$ cat src/rtl/rv_plic_src_filter.sv
// ---------------------------------------------------------------------------
// rv_plic_src_filter
//
// Conditions raw, asynchronous interrupt sources before they reach the PLIC
// source inputs. Each source is processed in three steps:
//   1. A multi-flop synchronizer brings the source into the clk_i domain.
//   2. An optional polarity inversion lets active-low sources be used.
//   3. A debounce filter changes the output only after the new level has
//      been stable for FilterCycles consecutive cycles.
//
// Source 0 is reserved by the PLIC, so its output is forced low.
//
// Ports:
//   clk_i         - single clock for all logic
//   rst_ni        - asynchronous, active-low reset
//   src_i         - raw interrupt sources, asynchronous to clk_i
//   cfg_invert_i  - per-source polarity; 1 = active-low source
//   cfg_bypass_i  - per-source filter bypass; 1 = one register stage only
//   intr_src_o    - conditioned level interrupts for the PLIC
// ---------------------------------------------------------------------------
module rv_plic_src_filter #(
  parameter int unsigned NumSrc       = 58,
  parameter int unsigned SyncStages   = 2,
  parameter int unsigned FilterCycles = 4,
  parameter int unsigned CntW         = $clog2(FilterCycles + 1)
) (
  input  logic              clk_i,
  input  logic              rst_ni,
  input  logic [NumSrc-1:0] src_i,
  input  logic [NumSrc-1:0] cfg_invert_i,
  input  logic [NumSrc-1:0] cfg_bypass_i,
  output logic [NumSrc-1:0] intr_src_o
);

  // Terminal count: a mismatch seen on this count value is the
  // FilterCycles-th consecutive one, so the output may change.
  localparam logic [CntW-1:0] CntMax = CntW'(FilterCycles - 1);

  logic [NumSrc-1:0] sync_d [SyncStages];
  logic [NumSrc-1:0] sync_q [SyncStages];

  logic [CntW-1:0]   cnt_d  [NumSrc];
  logic [CntW-1:0]   cnt_q  [NumSrc];

  logic [NumSrc-1:0] out_d;
  logic [NumSrc-1:0] out_q;

  logic [NumSrc-1:0] s_eff;

  // Synchronizer chain: stage 0 samples the raw pins, the last stage is the
  // value the rest of the logic trusts.
  always_comb begin
    for (int i = 0; i < SyncStages; i++) begin
      sync_d[i] = '0;
    end
    sync_d[0] = src_i;
    for (int i = 1; i < SyncStages; i++) begin
      sync_d[i] = sync_q[i-1];
    end
  end

  // The synchronizer resets to 0 without regard to polarity, so an inverted
  // source idling high still reads as inactive once it has propagated.
  assign s_eff = sync_q[SyncStages-1] ^ cfg_invert_i;

  // Debounce filter. The counter tracks how many consecutive cycles the
  // effective level has disagreed with the output; any agreeing cycle
  // clears it, so short glitches never reach the output.
  always_comb begin
    out_d = out_q;
    for (int s = 0; s < NumSrc; s++) begin
      cnt_d[s] = '0;
      if (cfg_bypass_i[s]) begin
        out_d[s] = s_eff[s];
      end else if (s_eff[s] == out_q[s]) begin
        cnt_d[s] = '0;
      end else if (cnt_q[s] == CntMax) begin
        out_d[s] = s_eff[s];
        cnt_d[s] = '0;
      end else begin
        cnt_d[s] = cnt_q[s] + CntW'(1);
      end
    end
    // Source 0 is unused by the PLIC; keep it permanently inactive.
    out_d[0] = 1'b0;
    cnt_d[0] = '0;
  end

  always_ff @(posedge clk_i or negedge rst_ni) begin
    if (!rst_ni) begin
      for (int i = 0; i < SyncStages; i++) begin
        sync_q[i] <= '0;
      end
      for (int s = 0; s < NumSrc; s++) begin
        cnt_q[s] <= '0;
      end
      out_q <= '0;
    end else begin
      for (int i = 0; i < SyncStages; i++) begin
        sync_q[i] <= sync_d[i];
      end
      for (int s = 0; s < NumSrc; s++) begin
        cnt_q[s] <= cnt_d[s];
      end
      out_q <= out_d;
    end
  end

  assign intr_src_o = out_q;

endmodule

$ cat config.mk
export PLATFORM = sky130hd
export DESIGN_NAME = rv_plic_src_filter
export DESIGN_NICKNAME = d
export VERILOG_FILES = /design/src/rtl/rv_plic_src_filter.sv
export SDC_FILE = /design/constraint.sdc
export NUM_CORES = 1
export LEC_CHECK = 0
export ABC_AREA = 1
export BUFFER_PORTS_ARGS = -buffer_cell sky130_fd_sc_hd__buf_2
export CAP_MARGIN = 10
export CELL_PAD_IN_SITES_DETAIL_PLACEMENT = 1
export CELL_PAD_IN_SITES_GLOBAL_PLACEMENT = 2
export CORE_MARGIN = 10
export CORE_UTILIZATION = 28
export CTS_BUF_LIST = sky130_fd_sc_hd__clkbuf_4 sky130_fd_sc_hd__clkbuf_8
export CTS_CLUSTER_DIAMETER = 80
export CTS_CLUSTER_SIZE = 30
export DETAILED_ROUTE_END_ITERATION = 10
export GPL_TIMING_DRIVEN = 0
export PLACE_DENSITY_LB_ADDON = 0.1
export RECOVER_POWER = 100
export SYNTH_ARGS = -nofsm -noshare
export SYNTH_HDL_FRONTEND = slang
export SYNTH_SLANG_ARGS = --single-unit
export TNS_END_PERCENT = 5
$ cat constraint.sdc
create_clock -name clk_i -period 1.6 [get_ports clk_i]
set_clock_uncertainty 0.1 [all_clocks]
set_input_delay 0.16 -clock clk_i [delete_from_list [all_inputs] [get_ports clk_i]]
set_output_delay 0.16 -clock clk_i [all_outputs]
set_load 0.05 [all_outputs]
==> flow_summary.toml, run 1 <==
[synth]
synth_top_area_share = 0.549
syn_area_sq_mm = 0.0156
synth_common_cells = "nand2_1, dfrtp_1, nor2_1, inv_1, inv_2"
synth_area_per_cell_sq_um = 9.06
synthDistinctLibCells = 13
synthCells = 1720
yosysTopAreaCell = "dfrtp_1"
ys_seq_elements = 342
synth_edf_count = 0
post-synth-top-count-cell = "nand2_1"
async_flop_share = 1.00
ys_warn_count = 0
syn_nets = 1953
synth-seq-area-share = 0.549
yosys-top-cells-area = "dfrtp_1, nand2_1, a21oi_4"
synth-main-ff-cell = "dfrtp_1"

[timing]
finalSetupViolCount = 0
max_slew.worst_pin.slew_ns = 0.640
slew_headroom = 0.574
hold_slack_ns = -0.633
tns_ns = 0
period_share = 0.968
hold_violations = 234
slew_violations = 0
min_period_ns = 1.55
rsz0062_at_grt = "yes"
fin_ws_ns = 0.0520
fmax_mhz = 646

[placement]
pre_cts_slack_ns = -0.0707
hpwlAfterDp_mm = 27.6
port_buffers = 229
dp.cells = 2700
gp_congestion = 0.733

[job]
maxCapViolCount = 0

[global_route]
overflow = 0
grt_pass1_wl_mm = 64.9
grtUsageTotal = 0.118
grt_max_degree = 109
grt_pass1_vias = 13389
antenna_found_initial = 8

[outcome]
status = "finished with violations"
violations = "negative hold slack"

[setup_path]
crit_slowest_cell = "dlygate4sd3_1"
worstSetupPathType = "reg -> reg"
start_kind = "flip-flop"
worstPathCellList = "ha_4 > nor2_1 > nand2_1 > nor2_2 > dlygate4sd3_1"
crit_required_ns = 2.05
max_stage_delay_ns = 0.54
crit_path_end_kind = "flip-flop"
crit_arrival_ns = 2.00
crit_fanout = 2

[floorplan]
dieWidth_um = 256
die_area_sq_mm = 0.0655
core_sq_mm = 0.0551
num_rows = 86
initial_core_util = 0.283
num_io_pins = 234
die_y_um = 256

[drt]
drc = 0
via_per_inst = 4.12
totalWireLength_mm = 37.7
antenna_left = 0
wire_per_inst_um = 12.8
dr.pass1.iters = 4
drt-initial-drc-count = 443
dr_total_vias = 12182

[clock_network]
cts.reportedPaths.clkPinSlew_ns = 0.13
cts.path.max_buffers = 3
numClockSinks = 342
root_buffer = "clkbuf_8"
clock_latency_ns = 0.63
cts_buffers = 34
h-tree-depth = 2
cts_tree = "built"
cts_hold_buf = 189

[final_layout]
drive_gt1_frac = 0.266
fillers = 6475
nets = 2412
area_growth_pct = 33.6
finalNonFillerCells = 2957

[pwr]
power_density_mw_per_mm2 = 963
p_leak_nw = 10.6
irDropWorstVdd_mv = 0.598

[worst_hold_path]
holdCritPathClass = "in -> async"
-- power by group --
| part | internal [mW] | switching, mW |
|---|---|---|
| clock | 2.82 | 3.82 |
| sequential | 9.22 | 0.465 |
| combinational | 1.53 | 2.20 |
| total | 13.6 | 6.49 |
-- final timing paths --
| check | start | to | slack (ns) | cells past startpoint |
|---|---|---|---|---|
| max | cnt_q[75]$_DFF_PN0_ | cnt_q[77]$_DFF_PN0_ | 0.05 | 5 |
| min | rst_ni | sync_d[2]$_DFF_PN0_ | -0.63 | 1 |
| max reg2reg | cnt_q[75]$_DFF_PN0_ | cnt_q[77]$_DFF_PN0_ | 0.05 | 5 |
| min reg2reg | sync_d[11]$_DFF_PN0_ | sync_q[11]$_DFF_PN0_ | 0.25 | 0 |
| max in group asynchronous | rst_ni | intr_src_o[35]$_DFFE_PN0P_ | 0.62 | 3 |
| min in group clk_i | src_i[12] | sync_d[12]$_DFF_PN0_ | 0.07 | 2 |
-- cell families (layout without fill, tap and decap cells) --
group / Yosys count / after routing / share of synthesized area
flip-flops: 342 / 342 / 0.549
buffers and inverters: 294 / 779 / 0.0710
AO/OA/AOI/OAI: 114 / 114 / 0.0778
AND/OR/NAND/NOR: 912 / 912 / 0.256
adder cells (fa/ha/maj): 57 / 57 / 0.0457
other: 1 / 5 / 0.000241
-- state kept, by name (all words and copies together), names as in the netlist --
signal	flops
cnt_q	171
intr_src_o	57
sync_d	57
sync_q	57
-- stage by stage --
step / power [mW] / util / hold WS (ns) / area (sq um)
after global placement: 12.9 / 0.321 / 0.168 / 17700
after CTS: 20.6 / 0.378 / -0.699 / 20800
final: 20.1 / 0.378 / -0.633 / 20800
after floorplan: 11.9 / - / -0.236 / 15600
after global routing: 21.4 / 0.378 / -0.662 / 20800
after detailed placement: 13.1 / 0.322 / 0.0402 / 17800
-- critical path, delay by kind of cell, from the launching register on --
| kind | cells | cell delay, ns |
|---|---|---|
| buffers and inverters | 1 | 0.54 |
| and+or+nand+nor | 3 | 0.26 |
| adders and majority gates | 1 | 0.18 |
| DFF | 1 | 0.42 |
-- routing by layer --
metal  vias up  GRT usage  part of all wire
met3        66     0.0291             0.044
met5         -          0            0.0014
met1      5820      0.135              0.43
met2       155      0.210              0.50
met4         8     0.0417             0.028
li1       6133          -                 -
-- layout by cell type (no fill, tap or decap), types with 2 or more instances in the layout --
| cell | instances |
|---|---|
| clkbuf_1 | 6 |
| nand3_1 | 57 |
| diode_2 | 4 |
| buf_16 | 3 |
| buf_2 | 164 |
| clkbuf_4 | 2 |
| nor2_2 | 2 |
| bufinv_16 | 2 |
| nand2_2 | 56 |
| o21ai_1 | 57 |
| ha_2 | 2 |
| inv_2 | 114 |
| buf_6 | 53 |
| a21oi_4 | 51 |
| a21oi_1 | 6 |
| inv_1 | 179 |
| clkinv_4 | 2 |
| nand3_2 | 57 |
| dfrtp_1 | 330 |
| inv_6 | 4 |
| nand2_1 | 514 |
| dfrtp_2 | 12 |
| nor2_1 | 226 |
| dlygate4sd3_1 | 188 |
| buf_4 | 7 |
| ha_1 | 53 |
| clkinv_8 | 6 |
| inv_12 | 2 |
| ha_4 | 2 |
| clkbuf_8 | 37 |
| inv_8 | 5 |
-- timing repair --
action | CTS | global route
cloned | 0 | 0
hold endpoints to repair | 519 | 214
pin swaps | 0 | 3
setup buffers | 2 | 0
gates resized for setup | 109 | 24
setup endpoints to repair | 57 | 23
-- final cells by class --
class | instances | area [sq um] | share of cell area
Antenna cell | 4 | 10.0 | 0.000481
Clock inverter | 23 | 312 | 0.0150
Timing Repair Buffer | 423 | 3480 | 0.167
Inverter | 293 | 1100 | 0.0528
Buffer | 1 | 7.51 | 0.000360
Multi-Input combinational cell | 1084 | 5890 | 0.283
Clock buffer | 39 | 524 | 0.0252
Sequential cell | 342 | 8570 | 0.412
Tap cell | 748 | 936 | 0.0449
No activity file was read; power rests on OpenSTA's default activity.
==> run 2: changes to the inputs <==
--- a/config.mk
+++ b/config.mk
@@ -9,7 +9,7 @@
 export BUFFER_PORTS_ARGS = -buffer_cell sky130_fd_sc_hd__buf_2
 export CAP_MARGIN = 10
 export CELL_PAD_IN_SITES_DETAIL_PLACEMENT = 1
-export CELL_PAD_IN_SITES_GLOBAL_PLACEMENT = 2
+export CELL_PAD_IN_SITES_GLOBAL_PLACEMENT = 1
 export CORE_MARGIN = 10
 export CORE_UTILIZATION = 28
 export CTS_BUF_LIST = sky130_fd_sc_hd__clkbuf_4 sky130_fd_sc_hd__clkbuf_8
==> run 2 against run 1 <==
  * The run still ends with negative hold slack left
  * Worst hold slack improved by 0.019 ns
  * Utilization fell by 1.5 points
  * First-iteration DRC count decreased by 20%
  * Fmax is 0.52% higher
  * Global-route usage down 0.088 points
  * Final area is 4.1% lower
  * Via count hardly changed
  * Clock power down 4.8%
  * Sequential share of layout area grew 1.7 points
  * Critical path type unchanged
  * Highest routed layer unchanged
==> flow_summary.toml, run 2 (synthesized netlist as in run 1, its figures left out) <==
[drt]
antenna_left = 0
dr.pass1.iters = 4
wire_per_inst_um = 12.8
met1_length_mm = 16.3
via_per_inst = 4.14
drc = 0
met2_wirelength_mm = 19.0
drt-initial-drc-count = 356
dr.max_layer_used = "met5"
dr_total_vias = 12193
wl_met3_mm = 1.83
totalWireLength_mm = 37.8

[timing]
rsz0062_at_grt = "yes"
finalSetupViolCount = 0
fmax_mhz = 649
max_slew.worst_pin.slew_ns = 1.10
slew_violations = 0
hold_slack_ns = -0.615
period_share = 0.962
slew_headroom = 0.267
min_period_ns = 1.54
hold_violations = 129

[setup_path]
crit_fanout = 3
crit_path_end_kind = "flip-flop"
crit_required_ns = 1.98
r2r-end = "cnt_q[8]$_DFF_PN0_"
start_kind = "flip-flop"
reg2reg_depth = 5
r2r-start = "sync_q[55]$_DFF_PN0_"
worstSetupPathType = "reg -> reg"
regToRegSetupSlack_ns = 0.06
crit_arrival_ns = 1.92

[floorplan]
initial_core_util = 0.283
num_io_pins = 234
core_sq_mm = 0.0551
num_rows = 86
die_area_sq_mm = 0.0655
dieWidth_um = 256
die_y_um = 256

[final_layout]
regMostFlops = "cnt_q"
area_growth_pct = 28.2
multi_input_area_sq_mm = 0.00531
layout_common_cells = "nand2_1, dfrtp_1, nor2_1, inv_1, dlygate4sd3_1"
largest_register_ffs = 171
final_common_cell = "nand2_1"
fillers = 6536
nets = 2400
drive_gt1_frac = 0.242
seq_area_sq_mm = 0.00857
finalNonFillerCells = 2946

[clock_network]
cts_buffers = 34
root_buffer = "clkbuf_8"
cts_tree = "built"
cts.reportedPaths.clkPinSlew_ns = 0.09
h-tree-depth = 2
cts.path.max_buffers = 3
cts_hold_buf = 177
clock_latency_ns = 0.60
numClockSinks = 342

[global_route]
grt_pass1_wl_mm = 64.5
grt_pass1_vias = 13267
antenna_found_initial = 9
overflow = 0
grtUsageTotal = 0.117
grt_max_degree = 113

[placement]
gp_congestion = 0.724
dp.cells = 2700
hpwlAfterDp_mm = 27.5
port_buffers = 229

[pwr]
power_density_mw_per_mm2 = 979
irDropWorstVdd_mv = 0.611
p_leak_nw = 10.4

[outcome]
violations = "negative hold slack"
status = "finished with violations"

[job]
maxCapViolCount = 0

[worst_hold_path]
holdCritPathClass = "in -> async"
## run 2: changes by cell type in the layout (fill, tap and decap cells not counted), sizes merged
cell	before	now
clkinvlp	1	4
clkdlybuf4s25	0	1
inv	304	300
clkinv	9	3
clkbuf	45	53
diode	4	6
dlymetal6s4s	1	0
dlygate4sd3	188	175
buf	229	228
## run 2: repair_timing
action                                  CTS  global route
pin swaps                                 0             3
resized for setup                        86            34
endpoints found under the hold margin   526           184
endpoints found under the setup margin   57            32
setup buffers                             2             1
## run 2: critical path: stages (launching register included)
cell and delay (ns):
dfrtp_1 0.43, nand2_1 0.13, nand3_2 0.08, nand2_2 0.10
nor2_1 0.04, dlygate4sd3_1 0.55
## run 2: how the worst max path moves through the flow
stage                                          start              endpoint  slack [ns]  depth (start not counted)
after floorplan           intr_src_o[57]$_DFFE_PN0P_    cnt_q[0]$_DFF_PN0_        0.48                          3
after global routing             cnt_q[93]$_DFF_PN0_   cnt_q[95]$_DFF_PN0_       -0.01                          5
after global placement                        rst_ni  sync_q[15]$_DFF_PN0_       -7.04                          1
after detailed placement                      rst_ni  sync_d[15]$_DFF_PN0_       -0.03                          3
final                           sync_q[55]$_DFF_PN0_    cnt_q[8]$_DFF_PN0_        0.06                          5
after CTS                 intr_src_o[37]$_DFFE_PN0P_        intr_src_o[37]       -0.02                          1
## run 2: final cells by class
cell class / instances / area share
Sequential cell: 342 / 0.429
Multi-Input combinational cell: 1084 / 0.266
Clock inverter: 16 / 0.00864
Antenna cell: 6 / 0.000751
Tap cell: 748 / 0.0468
Timing Repair Buffer: 411 / 0.164
Buffer: 1 / 0.000376
Inverter: 293 / 0.0550
Clock buffer: 45 / 0.0297
## run 2: report_power, final
part / total [mW] / switching, mW / internal (mW)
registers: 9.67 / 0.453 / 9.22
logic: 3.57 / 2.15 / 1.42
clock network: 6.32 / 3.46 / 2.87
## run 2: through the flow
stage	setup TNS, ns	setup slack (ns)	power [mW]	util	area [sq um]
CTS	-0.0303	-0.0200	20.2	0.373	20600
floorplan	0	0.476	11.9	-	15600
global placement	-2390.15	-7.04	12.9	0.321	17700
finish	0	0.0601	19.6	0.363	20000
global route	-0.0705	-0.0140	20.9	0.363	20000
detailed placement	-1.51	-0.0334	13.1	0.322	17800
## run 2: layer usage
layer  global-route usage  up-vias
li1                     -     6111
met1                0.135     5886
met2                0.209      147
met3               0.0310       45
met4               0.0341        4
met5                    0        -
